===== config.mk =====
export PLATFORM = sky130hd
export DESIGN_NAME = hazard_ctrl
export DESIGN_NICKNAME = d
export VERILOG_FILES = /design/src/rtl/hazard_ctrl.sv
export SDC_FILE = /design/constraint.sdc
export NUM_CORES = 1
export LEC_CHECK = 0
export ABC_AREA = 1
export CAP_MARGIN = 0
export CORE_ASPECT_RATIO = 0.6
export CORE_MARGIN = 2
export CORE_UTILIZATION = 35
export CTS_CLUSTER_SIZE = 8
export DETAILED_ROUTE_END_ITERATION = 12
export PLACE_DENSITY = 0.72
export RECOVER_POWER = 25
export SLEW_MARGIN = 10
export SYNTH_ARGS = -nofsm -noshare
export SYNTH_HDL_FRONTEND = slang
export SYNTH_SLANG_ARGS = --single-unit

===== constraint.sdc =====
create_clock -name clk -period 1.9 [get_ports clk]
set_clock_uncertainty 0.1 [all_clocks]
set_input_delay 0.285 -clock clk [delete_from_list [all_inputs] [get_ports clk]]
set_output_delay 0.285 -clock clk [all_outputs]
set_load 0.01 [all_outputs]

===== src/rtl/hazard_ctrl.sv =====
// hazard_ctrl: stall, bubble and forwarding control for the 5-stage MIPS pipeline.
// Pipeline control outputs are combinational decisions for the current cycle and
// are forced low while reset is high; the stall counter and timeout flag are registered.
module hazard_ctrl #(
   parameter int unsigned REG_AW      = 5,
   parameter int unsigned MEM_TIMEOUT = 255,
   parameter int unsigned CNT_W       = 16
) (
   input  logic              clk,
   input  logic              reset,
   input  logic              id_valid,
   input  logic [REG_AW-1:0] id_rs,
   input  logic [REG_AW-1:0] id_rt,
   input  logic [REG_AW-1:0] ex_rs,
   input  logic [REG_AW-1:0] ex_rt,
   input  logic [REG_AW-1:0] ex_wa,
   input  logic              ex_mem_to_reg,
   input  logic              ex_branch_taken,
   input  logic              mem_reg_write,
   input  logic [REG_AW-1:0] mem_wa,
   input  logic              wb_reg_write,
   input  logic [REG_AW-1:0] wb_wa,
   input  logic              dmem_req,
   input  logic              dmem_ack,
   output logic              fetch_en,
   output logic              decode_en,
   output logic              execute_enable,
   output logic              ex_hold,
   output logic              mem_hold,
   output logic              pc_redirect,
   output logic [1:0]        fwd_a,
   output logic [1:0]        fwd_b,
   output logic [CNT_W-1:0]  stall_cycles,
   output logic              mem_error
);

   localparam int unsigned WAIT_W = $clog2(MEM_TIMEOUT + 1);

   localparam logic [1:0] ST_RUN      = 2'd0;
   localparam logic [1:0] ST_LU_STALL = 2'd1;
   localparam logic [1:0] ST_MEM_WAIT = 2'd2;

   localparam logic [1:0] FWD_RF  = 2'b00;
   localparam logic [1:0] FWD_WB  = 2'b01;
   localparam logic [1:0] FWD_MEM = 2'b10;

   logic [1:0]        state;
   logic [1:0]        state_nxt;
   logic [WAIT_W-1:0] wait_cnt;
   logic [WAIT_W-1:0] wait_cnt_nxt;
   logic              err_set;
   logic              lu_hit;
   logic              mem_busy;

   // Hazard detection terms; register 0 never creates a dependency.
   assign lu_hit   = ex_mem_to_reg & id_valid & (ex_wa != '0) &
                     ((ex_wa == id_rs) | (ex_wa == id_rt));
   assign mem_busy = dmem_req & ~dmem_ack;

   // State and memory-wait counter registers.
   always_ff @(posedge clk or posedge reset) begin
      if (reset) begin
         state    <= ST_RUN;
         wait_cnt <= '0;
      end else begin
         state    <= state_nxt;
         wait_cnt <= wait_cnt_nxt;
      end
   end

   // Next-state and pipeline control decode.
   always_comb begin
      state_nxt      = state;
      wait_cnt_nxt   = wait_cnt;
      err_set        = 1'b0;
      fetch_en       = 1'b1;
      decode_en      = 1'b1;
      execute_enable = 1'b1;
      ex_hold        = 1'b0;
      mem_hold       = 1'b0;
      pc_redirect    = 1'b0;
      case (state)
         ST_RUN: begin
            if (mem_busy) begin
               fetch_en     = 1'b0;
               decode_en    = 1'b0;
               ex_hold      = 1'b1;
               mem_hold     = 1'b1;
               state_nxt    = ST_MEM_WAIT;
               wait_cnt_nxt = WAIT_W'(1);
            end else if (lu_hit) begin
               fetch_en       = 1'b0;
               decode_en      = 1'b0;
               execute_enable = 1'b0;
               state_nxt      = ST_LU_STALL;
            end else if (ex_branch_taken) begin
               pc_redirect = 1'b1;
            end
         end
         ST_LU_STALL: begin
            // The load is in memory now; forwarding covers the dependency.
            if (mem_busy) begin
               fetch_en     = 1'b0;
               decode_en    = 1'b0;
               ex_hold      = 1'b1;
               mem_hold     = 1'b1;
               state_nxt    = ST_MEM_WAIT;
               wait_cnt_nxt = WAIT_W'(1);
            end else begin
               state_nxt = ST_RUN;
            end
         end
         ST_MEM_WAIT: begin
            // Ack or timeout releases the freeze in the same cycle; a pending
            // branch stays presented by the held execute stage and fires in RUN.
            if (dmem_ack) begin
               state_nxt = ST_RUN;
            end else if (wait_cnt >= WAIT_W'(MEM_TIMEOUT)) begin
               err_set   = 1'b1;
               state_nxt = ST_RUN;
            end else begin
               fetch_en     = 1'b0;
               decode_en    = 1'b0;
               ex_hold      = 1'b1;
               mem_hold     = 1'b1;
               wait_cnt_nxt = wait_cnt + WAIT_W'(1);
            end
         end
         default: begin
            state_nxt = ST_RUN;
         end
      endcase
      if (reset) begin
         fetch_en       = 1'b0;
         decode_en      = 1'b0;
         execute_enable = 1'b0;
         ex_hold        = 1'b0;
         mem_hold       = 1'b0;
         pc_redirect    = 1'b0;
      end
   end

   // ALU operand forwarding, MEM stage has priority over WB.
   always_comb begin
      fwd_a = FWD_RF;
      fwd_b = FWD_RF;
      if (mem_reg_write && (mem_wa != '0) && (mem_wa == ex_rs)) begin
         fwd_a = FWD_MEM;
      end else if (wb_reg_write && (wb_wa != '0) && (wb_wa == ex_rs)) begin
         fwd_a = FWD_WB;
      end
      if (mem_reg_write && (mem_wa != '0) && (mem_wa == ex_rt)) begin
         fwd_b = FWD_MEM;
      end else if (wb_reg_write && (wb_wa != '0) && (wb_wa == ex_rt)) begin
         fwd_b = FWD_WB;
      end
      if (reset) begin
         fwd_a = FWD_RF;
         fwd_b = FWD_RF;
      end
   end

   // Saturating stall counter and sticky timeout flag.
   always_ff @(posedge clk or posedge reset) begin
      if (reset) begin
         stall_cycles <= '0;
         mem_error    <= 1'b0;
      end else begin
         if (!fetch_en && (stall_cycles != '1)) begin
            stall_cycles <= stall_cycles + CNT_W'(1);
         end
         if (err_set) begin
            mem_error <= 1'b1;
         end
      end
   end

endmodule


Word-level counts from Yosys, hierarchy flattened:

Cells that the tools add are included.

* $add $sub $neg: 2
* $lt $le $gt $ge: 1
* equal/unequal tests: 14
* muxes and demuxes: 38
* bitwise logic cells: 6
* reduce and logical (&&, ||, !) cells: 16

Operators with widths (count)
* equality test 5 bit: 6
* two-way mux 8 bit: 3
* two-way mux 1 bit: 22
* two-way mux 2 bit: 9
* adder 16 x 1 -> 16 bit (second input constant): 1
* inequality test 16 bit (second input constant): 1
* one-hot mux 8 bit (2 select lines): 1
* nonzero test 5 bit: 3
* adder 8 x 1 -> 8 bit (second input constant): 1
* >= comparator 8 bit (second input constant): 1
* logical AND 1 bit: 7
* inequality test 3 bit (second input constant): 2
* one-hot mux 2 bit (3 select lines): 1
* bitwise AND 1 bit: 4
* inequality test 2 bit (second input constant): 2
* AND reduction 4 bit: 1
* one-hot mux 1 bit (3 select lines): 1
* equality test 2 x 1 -> 1 bit (second input constant): 1
* equality test 2 bit (second input constant): 1
* logical NOT 2 bit: 1
* inequality test 2 x 1 -> 1 bit (second input constant): 1
* one-hot mux 1 bit (2 select lines): 1
* AND reduction 2 bit: 1
* nonzero test 2 bit: 1
* 4 further kinds: 4

* flip-flop bits (word level): 27
* output and inout port bits: 27
* word-level logic and storage cells: 81

Depth between registers and ports, before layout:

* depth in word-level cells: 9
* depth in mapped cells: 12
* depth with buffers taken out: 11

Worst setup path before layout:

No wires, ideal clock.

* path kind: reg-to-output
* start: register wait_cnt[0]
* end: output fetch_en
* arrival time: 1551 ps
* required time: 1515 ps
* slack: -36 ps
* cell stages (with the launch flop): 10
* cell sequence: dfrtp_1 -> ha_1 -> nand3_1 -> nor3_2 -> nand2_1 -> nand2_1 -> nand2_2 -> buf_2 -> nand2_1 -> buf_4

* longest elaborated chain between the ends: 5

Ends and longest elaborated chain
* start: declaration: line 49 `logic [WAIT_W-1:0] wait_cnt;`
* start signal: assignment: line 67 `wait_cnt <= wait_cnt_nxt;`
* >= comparator 8 bit: line 118 `end else if (wait_cnt >= WAIT_W'(MEM_TIMEOUT)) begin`
* two-way mux 1 bit (2 in a row)
* one-hot mux 1 bit (3 select lines)
* two-way mux 1 bit
* end: declaration: line 25 `output logic fetch_en,`

Every way passes these cells.

Worst setup path in the final report:

* start: register wait_cnt[0]
* end: output fetch_en

* longest elaborated chain between the ends: 5

Ends and longest elaborated chain
* >= comparator 8 bit: line 118
* two-way mux 1 bit: line 118
* two-way mux 1 bit: line 116 `if (dmem_ack) begin`
* one-hot mux 1 bit (3 select lines): line 82 `case (state)`
* two-way mux 1 bit: line 133 `if (reset) begin`

Every way passes these cells.

==> results.md <==
* Vias in the first global route at 2474
* Worst skew pair latency at 0.28 ns
* Max IR drop VDD at 0.3209 mV
* Total chip power at 2.012 mW
* P_int at 1.290 mW
* Total of max-cap violations at 0
* Initial antenna violation count at 0
* Initial drt markers at 164
* # rows at 22
* Total Wirelength at 7167 µm
* CP max FO at 2
* PortBufs at 70
* Worst slack at placement at -0.6022 ns
* PD cells at 570.3 mW/mm²
* Slew Limit Fails at 0
* Flop pwr share at 0.361
* Placed cell count at 519
* H-Tree Depth at 1
* Clk network pwr share at 0.168
* Final Worst Setup Slack at -0.09320 ns
* DRC at 0
* Worst hold slack at 0.3301 ns
* Met1 Usage GRT at 0.3063
* Final layout net count at 497
* Final Non-Filler Cells at 534
* Cell Area, Placed at 0.003349 mm²
* Diode count at 0
* Worst hold-check path type: primary input to flop
* Unrepaired setup endpoints after global routing: true
* Worst Max-Slew Pin Slew at 0.6870 ns
* Syn Area/Cell at 6.853 µm²
* Syn Nets at 369
* Hold path startpoint: dmem_ack
* Cells after Synth at 323
* Die area at 0.006997 mm²
* Synth warn at 0
* Reg clk slew, reported paths at 0.09 ns
* FF+latch count, synth at 27
* Cts bufs inserted at 3
* Gr usage total at 0.2073
* Worst slew margin at 0.5420
* Gr ovfl total at 0
* CP Data Required Time at 1.51 ns
* First-pass GRT wire length at 11720 µm
* Chip height at 65.60 µm
* Setup CP Type: flop to primary output
* Clk buf depth at 2
* Vias at 2566
* Psw at 0.7226 mW
* FF-to-FF Start: wait_cnt[0]$_DFFE_PP0P_
* Sink Count at 27
* CP peak stage delay at 0.40 ns
* Root Driver: clkbuf_8
* Layout cells sized above 1 at 0.2489
* Largest net degree at the start of global routing at 28
* Post-DP HPWL at 5447 µm
* Status: complete, but fails checks
* Post-layout minimum cycle time at 1.993 ns
* Design Area, Final at 0.003528 mm²
* Maximum clock frequency at 0.5017 GHz
* Worst setup EP type: primary output
* Vias per cell at 4.805
* Delay-heaviest family, CP: simple AND/OR/NAND/NOR gates
* CP cell instances: ha_4 > nand3_4 > nor3_4 > nand2_2 > buf_4 > nand2_4 > nand2_4 > nand2_4 > buf_6
* Crit path DAT at 1.61 ns
* Violated checks: setup timing
* Synth-to-Final Area Change at 59.41%
* Most used routing layer: met2
* CTS tree: built
* M3 GR Usage at 0.02976
* I/O pin cnt at 71
* RD Place Congestion at 0.9351
* Period utilization at 1.049
* Pleak at 1.872 nW
* Sw Share at 0.3591
* Die X at 106.7 µm
* Area of the mapped netlist at 0.002213 mm²
* Crit path launch: wait_cnt[0]$_DFFE_PP0P_
* CP dominant cell by count: nand2_4
* WP buf/inv at 2
* CP max-delay cell: dfrtp_1
* Post-route ant nets at 0
* Global routing met2 resource utilization at 0.3376
* Startpoint Class: flop
* Setup TNS at -0.3163 ns
* Seq/Total Area, Yosys at 0.3053
* Drt wl/cell at 13.42 µm
* 1st-pass router iterations at 4
* Final setup violation count at 4
* Core Util, Final at 0.5774
* Fin. Hold Viols at 0
* Initial core utilization at 0.3622
* Combinational fraction of design power at 0.471
* Synth cell types at 34
* Core area at 0.006111 mm²
-- cells in the final DEF (no fill, tap or decap), types with 2 or more instances in the layout --
cell             count
buf_2                7
nand3_4              3
nand3b_1             2
xnor2_1             17
nand3_2              2
clkdlybuf4s50_1     26
clkbuf_8             3
inv_1               38
dlymetal6s2s_1       5
buf_6                3
or2_4                3
nor2_2               2
nand2_4              4
dfrtp_1             26
buf_4               58
nand4_1             24
nand2_2              5
nor3_1               6
o41ai_2              2
nand3_1             18
nor2_1              31
xor2_1              16
or2_2                2
inv_2                5
nor3_4               2
nand2_1             91
o21ai_0              4
clkbuf_2             3
dlygate4sd2_1       27
-- power by group through the flow --
stage,clock [mW],sequential [mW],combinational (mW)
2_1_floorplan,0,0.787,0.358
4_1_cts,0.348,0.715,0.919
3_5_place_dp,0,0.725,0.919
3_3_place_gp,0,0.725,0.892
5_1_grt,0.361,0.737,1.03
6_report,0.339,0.726,0.948
-- worst min-delay path: cells and delay by family --
family / cells / cell delay (ns)
and+or+nand+nor: 2 / 0.18
buffers and inverters: 1 / 0.12
AOI/OAI and AO/OA: 1 / 0.08
-- cells by family (layout without fill, tap and decap cells) --
family / count (synthesis) / count (layout) / share of synthesized area
xor gates and xnor gates: 33 / 33 / 0.1306
adders and majority gates: 2 / 2 / 0.01130
buffers and inverters: 51 / 177 / 0.09553
AOI/OAI and AO/OA: 13 / 13 / 0.03901
and+or+nand+nor: 197 / 198 / 0.4183
DFF: 27 / 27 / 0.3053
-- timing repair --
item	in CTS	in global routing
pin swaps	21	16
buffers inserted	9	2
cloned	0	1
gates resized for setup	85	23
hold buffers	0	0
setup endpoints to repair	26	27
hold endpoints to repair	0	0
-- worst paths after layout --
| path | endpoint | slack [ns] | depth (start not counted) |
|---|---|---|---|
| max | fetch_en | -0.09 | 9 |
| min | mem_error$_DFFE_PP0P_ | 0.33 | 4 |
| max reg2reg | stall_cycles[11]$_DFFE_PP0P_ | 0.06 | 11 |
| min reg2reg | mem_error$_DFFE_PP0P_ | 0.41 | 1 |
| max in group asynchronous | state[0]$_DFFE_PP0P_ | 0.71 | 3 |
| min in group asynchronous | stall_cycles[13]$_DFFE_PP0P_ | 0.52 | 3 |
-- cells in the mapped netlist, drive strengths merged --
library cell	count	area share
nor3	8	0.025
o41ai	2	0.0079
nor2	34	0.062
buf	7	0.021
o21ai	6	0.015
inv	43	0.073
or2	5	0.014
nor4	1	0.0028
o22ai	1	0.0028
nand3b	2	0.0068
nand3	22	0.055
xor2	16	0.063
a221oi	1	0.0040
o21bai	1	0.0034
nand4	25	0.077
clkbuf	1	0.0017
a21oi	1	0.0023
nand2	100	0.17
dfrtp	27	0.31
ha	2	0.011
xnor2	17	0.067
o21a	1	0.0034
-- cell type report --
| cell class | instances | area, µm² |
|---|---|---|
| inverters | 43 | 161.4 |
| clock buffers | 3 | 41.29 |
| repair buffers | 130 | 1090 |
| clock inverters | 1 | 5.005 |
| fillers | 584 | 2582 |
| flip-flops and latches | 27 | 676.9 |
| well taps | 84 | 105.1 |
| multi-input cells | 246 | 1449 |
-- metal layers --
layer | vias up | share of wire
met3 | 2 | 0.055
met2 | 64 | 0.45
li1 | 1292 | -
met1 | 1208 | 0.50
met5 | - | 0
met4 | 0 | 0.00098
-- sequential cells by signal (all words and copies together) (netlist names) --
| register | flops |
|---|---|
| mem_error | 1 |
| state | 2 |
| wait_cnt | 8 |
| stall_cycles | 16 |
Note: power is estimated with default switching activity, not from simulation.
